$ cat src/rtl/seven_segment_scan_driver_if.sv
// -----------------------------------------------------------------------------
// seven_segment_scan_driver_if
// Bundles the digit load inputs and the display outputs of the scan driver.
//   load       : single-cycle strobe, digits captured when high
//   ones/tens  : BCD units/tens digit (4 bits each)
//   hundreds   : BCD hundreds digit (0..2, 2 bits)
//   seg        : active-low segments {g,f,e,d,c,b,a}
//   an         : active-low anodes, an[0]=units .. an[3]=unused digit
//   frame_done : one-cycle pulse after each frame boundary
//   dbg_idx    : current digit scan index, for observation only
//
// Handshake: load is valid-only with an implicit ready that is always high.
// Every cycle with load=1 is one accepted transfer of {hundreds,tens,ones};
// there is no back-pressure and no acknowledge.
// -----------------------------------------------------------------------------
interface seven_segment_scan_driver_if;
   logic       load;
   logic [3:0] ones;
   logic [3:0] tens;
   logic [1:0] hundreds;
   logic [6:0] seg;
   logic [3:0] an;
   logic       frame_done;
   logic [1:0] dbg_idx;

   modport master (
      output load, ones, tens, hundreds,
      input  seg, an, frame_done, dbg_idx
   );

   modport slave (
      input  load, ones, tens, hundreds,
      output seg, an, frame_done, dbg_idx
   );
endinterface

$ cat src/rtl/seven_segment_scan_driver.sv
// -----------------------------------------------------------------------------
// seven_segment_scan_driver
// Time-multiplexed 4-digit seven-segment scan driver. A prescaler produces one
// tick every REFRESH_DIV cycles; each tick advances the digit index 0..3.
// New digit values are held pending and only reach the display registers at
// the 3->0 frame boundary, so a frame never shows a mix of old and new digits.
// Ports:
//   clk   : system clock
//   reset : asynchronous active-low reset
//   bus   : slave side of seven_segment_scan_driver_if (load/digits in,
//           seg/an/frame_done/dbg_idx out, all outputs registered)
// -----------------------------------------------------------------------------
module seven_segment_scan_driver #(
   parameter int REFRESH_DIV   = 100000,
   parameter bit BLANK_LEADING = 1'b1
) (
   input logic                         clk,
   input logic                         reset,
   seven_segment_scan_driver_if.slave  bus
);

   localparam int              PW        = (REFRESH_DIV > 2) ? $clog2(REFRESH_DIV) : 1;
   localparam logic [PW-1:0]   PRESC_MAX = PW'(REFRESH_DIV - 1);

   // Digit scan index encodings
   localparam logic [1:0] IDX_UNITS    = 2'd0;
   localparam logic [1:0] IDX_TENS     = 2'd1;
   localparam logic [1:0] IDX_HUNDREDS = 2'd2;
   localparam logic [1:0] IDX_SPARE    = 2'd3;

   logic [PW-1:0] presc_q, presc_d;
   logic [1:0]    idx_q, idx_d;
   logic [9:0]    disp_q, disp_d;   // {hundreds[1:0], tens[3:0], ones[3:0]}
   logic [9:0]    pend_q, pend_d;
   logic          pend_flag_q, pend_flag_d;
   logic [6:0]    seg_q, seg_d;
   logic [3:0]    an_q, an_d;
   logic          frame_done_q, frame_done_d;

   logic          tick;
   logic          boundary;
   logic [9:0]    in_val;
   logic [3:0]    digit;
   logic          blank;

   function automatic logic [6:0] decode(input logic [3:0] d);
      logic [6:0] s;
      case (d)
         4'd0:    s = 7'b1000000;
         4'd1:    s = 7'b1111001;
         4'd2:    s = 7'b0100100;
         4'd3:    s = 7'b0110000;
         4'd4:    s = 7'b0011001;
         4'd5:    s = 7'b0010010;
         4'd6:    s = 7'b0000010;
         4'd7:    s = 7'b1111000;
         4'd8:    s = 7'b0000000;
         4'd9:    s = 7'b0010000;
         default: s = 7'b0111111;   // non-BCD code shows a dash
      endcase
      return s;
   endfunction

   always_comb begin
      in_val       = {bus.hundreds, bus.tens, bus.ones};
      tick         = (presc_q == PRESC_MAX);
      boundary     = tick && (idx_q == IDX_SPARE);

      presc_d      = tick ? '0 : presc_q + PW'(1);
      idx_d        = tick ? idx_q + 2'd1 : idx_q;
      frame_done_d = boundary;

      pend_d       = pend_q;
      pend_flag_d  = pend_flag_q;
      disp_d       = disp_q;

      if (boundary) begin
         // A load coinciding with the boundary bypasses the pending stage.
         if (bus.load) begin
            disp_d      = in_val;
            pend_flag_d = 1'b0;
         end else if (pend_flag_q) begin
            disp_d      = pend_q;
            pend_flag_d = 1'b0;
         end
      end else if (bus.load) begin
         pend_d      = in_val;
         pend_flag_d = 1'b1;
      end

      // Digit selection and blanking work from the display registers only.
      case (idx_q)
         IDX_UNITS: begin
            digit = disp_q[3:0];
            blank = 1'b0;
         end
         IDX_TENS: begin
            digit = disp_q[7:4];
            blank = BLANK_LEADING && (disp_q[9:8] == 2'd0) && (disp_q[7:4] == 4'd0);
         end
         IDX_HUNDREDS: begin
            digit = {2'b00, disp_q[9:8]};
            blank = BLANK_LEADING && (disp_q[9:8] == 2'd0);
         end
         default: begin
            digit = 4'd0;
            blank = 1'b1;
         end
      endcase

      an_d  = blank ? 4'b1111 : ~(4'b0001 << idx_q);
      seg_d = blank ? 7'b1111111 : decode(digit);
   end

   always_ff @(posedge clk or negedge reset) begin
      if (!reset) begin
         presc_q      <= '0;
         idx_q        <= IDX_UNITS;
         disp_q       <= '0;
         pend_q       <= '0;
         pend_flag_q  <= 1'b0;
         seg_q        <= 7'b1111111;
         an_q         <= 4'b1111;
         frame_done_q <= 1'b0;
      end else begin
         presc_q      <= presc_d;
         idx_q        <= idx_d;
         disp_q       <= disp_d;
         pend_q       <= pend_d;
         pend_flag_q  <= pend_flag_d;
         seg_q        <= seg_d;
         an_q         <= an_d;
         frame_done_q <= frame_done_d;
      end
   end

   assign bus.seg        = seg_q;
   assign bus.an         = an_q;
   assign bus.frame_done = frame_done_q;
   assign bus.dbg_idx    = idx_q;

endmodule
$ cat src/flat_wrapper.sv
// flat-port wrapper written by rule: the top's interface ports become plain ports
module seven_segment_scan_driver_flat 
#(
   parameter int REFRESH_DIV   = 100000,
   parameter bit BLANK_LEADING = 1'b1
)
  (clk, reset, bus_load, bus_ones, bus_tens, bus_hundreds, bus_seg, bus_an, bus_frame_done, bus_dbg_idx);
  seven_segment_scan_driver_if bus_i ();
  input logic clk;
  input logic reset;
  input wire logic [$bits(bus_i.load)-1:0] bus_load;
  input wire logic [$bits(bus_i.ones)-1:0] bus_ones;
  input wire logic [$bits(bus_i.tens)-1:0] bus_tens;
  input wire logic [$bits(bus_i.hundreds)-1:0] bus_hundreds;
  output wire logic [$bits(bus_i.seg)-1:0] bus_seg;
  output wire logic [$bits(bus_i.an)-1:0] bus_an;
  output wire logic [$bits(bus_i.frame_done)-1:0] bus_frame_done;
  output wire logic [$bits(bus_i.dbg_idx)-1:0] bus_dbg_idx;
  assign bus_i.load = bus_load;
  assign bus_i.ones = bus_ones;
  assign bus_i.tens = bus_tens;
  assign bus_i.hundreds = bus_hundreds;
  assign bus_seg = bus_i.seg;
  assign bus_an = bus_i.an;
  assign bus_frame_done = bus_i.frame_done;
  assign bus_dbg_idx = bus_i.dbg_idx;
  seven_segment_scan_driver #(.REFRESH_DIV(REFRESH_DIV), .BLANK_LEADING(BLANK_LEADING)) u_core (.clk(clk), .reset(reset), .bus(bus_i));
endmodule
$ cat config.mk
export PLATFORM = sky130hd
export DESIGN_NAME = seven_segment_scan_driver_flat
export DESIGN_NICKNAME = d
export VERILOG_FILES = /design/src/rtl/seven_segment_scan_driver_if.sv /design/src/rtl/seven_segment_scan_driver.sv /design/src/flat_wrapper.sv
export SDC_FILE = /design/constraint.sdc
export NUM_CORES = 1
export LEC_CHECK = 0
export ABC_AREA = 1
export BUFFER_PORTS_ARGS = -buffer_cell sky130_fd_sc_hd__clkbuf_2
export CORE_UTILIZATION = 45
export CTS_CLUSTER_SIZE = 10
export DETAILED_ROUTE_END_ITERATION = 6
export GPL_TIMING_DRIVEN = 0
export PLACE_DENSITY = 0.62
export SETUP_SLACK_MARGIN = 0.5
export SKIP_LAST_GASP = 1
export SYNTH_ARGS = -nofsm -noshare
export SYNTH_HDL_FRONTEND = slang
export SYNTH_SLANG_ARGS = --single-unit
$ cat constraint.sdc
create_clock -name clk -period 1.69 [get_ports clk]
set_input_delay 0.2535 -clock clk [delete_from_list [all_inputs] [get_ports clk]]
set_output_delay 0.2535 -clock clk [all_outputs]
set_load 0.03 [all_outputs]
==> qor.yml <==
run_status:
  status: "finished with violations"
  violations: "negative hold slack"
logic_synthesis:
  synth.yosys.seq_area_share: 0.468
  avgSynthCellArea_um2: 8.65
  ys_ff_latch: 52
  yosys_warnings: 0
  ys_types: 35
  syn_area_um2: 2810
  synthesis.instances: 325
  syn_nets: 349
grt:
  grt_max_degree: 53
  grtUsageTotal: 0.229
  grt_pass1_wl_um: 11400
  antenna_found_initial: 0
  grt.overflow.total: 0
  grt_pass1_vias: 2413
detailed_routing:
  wirelength_um: 7000
  drt_drc_violations_left: 0
  detail_route.iter0.violations: 95
  wire_per_inst_um: 14.4
  num_vias: 2515
  first_pass_iters: 4
  vias_per_cell: 5.17
  ant_nets: 0
cts:
  cts_htree_levels: 2
  clk_pin_slew_ps: 100
  cts_made_buffers: 5
  cts_root_buffer: "clkbuf_8"
  cts_hold_buf: 0
  clk_latency_ps: 310
  cts_tree: "yes"
  cts_num_sinks: 52
  cts.path.max_buffers: 2
pwr:
  total_leakage_power_nw: 2.08
  ir_drop_uv: 325
  powerDensity_nw_per_um2: 498
  power_mw: 2.11
critical_path:
  reg2reg_from: "u_core.bus.dbg_idx[0]"
  rr_endpoint: "u_core.bus.seg[3]"
  critPathMaxFanout: 5
  cp.arrival_ps: 1900
  cp-start-kind: "flip-flop"
  reg2reg_slack_ps: 40
  crit_type: "reg -> reg"
  endpoint_kind: "flip-flop"
  crit_required_ps: 1940
  r2r_cells: 10
die:
  die_h_um: 81.0
  placeableCoreArea_um2: 5960
  start_util: 0.472
  die_w_um: 81.0
  rows: 28
  die_area_um2: 6570
  io_pins: 27
timing:
  min_period_over_period: 0.975
  timing.hold.ws_ps: -69.0
  fmax_mhz: 607
  skew_ps: 11.5
  rsz0062_at_grt: "yes"
  fin_crit_ps: 1650
  tightest_slew_ps: 592
  timing.slew.headroom: 0.605
  final_max_slew_viol_count: 0
  setup_viol: 0
  hold_viol_final: 24
cells_and_area:
  seq_area_um2: 1320
  multi_input_area_um2: 1760
  syn_to_final_growth_pct: 50.8
  fillers: 434
  drive_above_1_share: 0.552
  antenna_cells: 0
  num-nets-final: 434
placement:
  port_buffers: 26
  dpl.hpwl_um: 4060
  place.gp.congestion: 0.840
flow_run:
  cap_viol_max_count: 0
min_path:
  hp-class: "in -> async"
[cell type report]
type                            count  share of cell area
Multi-Input combinational cell    235               0.414
Sequential cell                    52               0.312
Timing Repair Buffer               77               0.181
Inverter                           31              0.0310
Tap cell                           75              0.0221
Buffer                              8              0.0183
Clock buffer                        5              0.0162
Clock inverter                      3             0.00502
[metrics by stage]
| stage | instance area (µm²) | TNS [ps] | instances | worst slack [ps] | util |
|---|---|---|---|---|---|
| finish | 4240 | 0 | 486 | 41.4 | 0.712 |
| global route | 4240 | -113 | 486 | -34.9 | 0.712 |
| CTS | 3920 | 0 | 472 | 81.5 | 0.657 |
| detailed placement | 3210 | -1.72 | 426 | -1.72 | 0.539 |
| global placement | 3210 | -10.2 | 426 | -10.2 | 0.539 |
| floorplan | 2980 | 0 | 325 | 4.25 | - |
[what timing repair did]
action | 4_1_cts | 5_1_grt
pin swaps | 18 | 19
setup buffers | 35 | 13
cloned | 3 | 0
setup endpoints to repair | 62 | 64
gates resized for setup | 78 | 66
hold endpoints to repair | 0 | 24
[synthesized netlist by cell type]
cell type	n	area share
nand3_4	1	0.0062
nor2_2	5	0.011
dfrtp_1	41	0.37
nand4_2	1	0.0045
nor3_1	8	0.014
nand3_1	33	0.059
clkbuf_8	1	0.0049
xor2_1	7	0.022
ha_1	11	0.049
nand2_2	3	0.0067
buf_1	1	0.0013
inv_2	3	0.0040
or2_2	2	0.0045
buf_6	1	0.0040
o211ai_1	2	0.0053
nor2_8	1	0.0071
buf_2	2	0.0036
nand3b_4	1	0.0071
xnor2_1	1	0.0031
mux2_2	10	0.040
nand3b_1	1	0.0027
nand2_1	92	0.12
clkbuf_1	1	0.0013
nand3_2	2	0.0071
dfstp_2	11	0.10
nor2_4	2	0.0080
buf_8	1	0.0053
nor2_1	28	0.037
o21ai_0	5	0.0089
nor3_2	1	0.0036
a21oi_1	3	0.0053
buf_4	1	0.0027
nand4_1	13	0.029
inv_1	28	0.037
a31o_2	1	0.0031
[logic make-up after synthesis]
family | Yosys count | share of synthesized area
flip-flops | 52 | 0.468
buffers and inverters | 39 | 0.0646
multiplexers | 10 | 0.0401
AO/OA/AOI/OAI | 11 | 0.0227
XOR/XNOR | 8 | 0.0249
adder cells (fa/ha/maj) | 11 | 0.0490
AND/OR/NAND/NOR | 194 | 0.331
[critical path, stage by stage (launching register included)]
cell,delay [ps]
dfrtp_2,480
inv_4,110
ha_4,170
nand2_4,60
nand3_4,100
nand2_4,80
inv_4,70
ha_4,180
or2_4,230
nand3_2,70
nand3_2,60
[cell usage in the layout (no fill, tap or decap), types with 8 or more instances in the layout]
master    count
clkbuf_2     12
nand3_2       9
nor2_1       16
nand3_4       8
nand2_2      28
nand3_1      20
buf_6        24
nor2_2       11
nand4_1      13
mux2_2       10
nor2_4        8
buf_4        26
inv_1        19
clkbuf_8      8
buf_8        12
dfstp_2      11
nand2_1      60
dfrtp_1      34
[registers in the layout, indices dropped and copies added (netlist names)]
signal	cells
u_core.presc_q	17
u_core.bus.dbg_idx	2
u_core.pend_flag_q	1
u_core.bus.frame_done	1
u_core.bus.an	4
u_core.disp_q	10
u_core.bus.seg	7
u_core.pend_q	10
[power by group]
group | total [mW] | switching (mW) | internal [mW]
clock | 0.726 | 0.431 | 0.295
combinational | 0.110 | 0.0627 | 0.0474
sequential | 1.28 | 0.0107 | 1.27
[layer usage]
metal	part of all wire	vias up	routed length, µm	GRT usage
li1	-	1218	-	-
met2	0.55	36	3830	0.413
met1	0.42	1251	2920	0.279
met5	0	-	0	0
met4	0.013	0	93	0.0607
met3	0.022	10	157	0.0393
[worst max-delay path by stage]
stage	startpoint	end	slack, ps	depth (start not counted)
finish	u_core.bus.dbg_idx[0]	u_core.bus.seg[3]	40	10
CTS	u_core.bus.dbg_idx[0]	u_core.bus.seg[5]	80	10
global placement	u_core.bus.dbg_idx[0]	u_core.bus.seg[3]	-10	9
detailed placement	u_core.bus.dbg_idx[0]	u_core.bus.seg[3]	-2	9
global route	u_core.bus.dbg_idx[1]	u_core.bus.seg[3]	-30	10
floorplan	u_core.bus.dbg_idx[0]	u_core.bus.seg[3]	4	10
(Power assumes the default switching activity.)
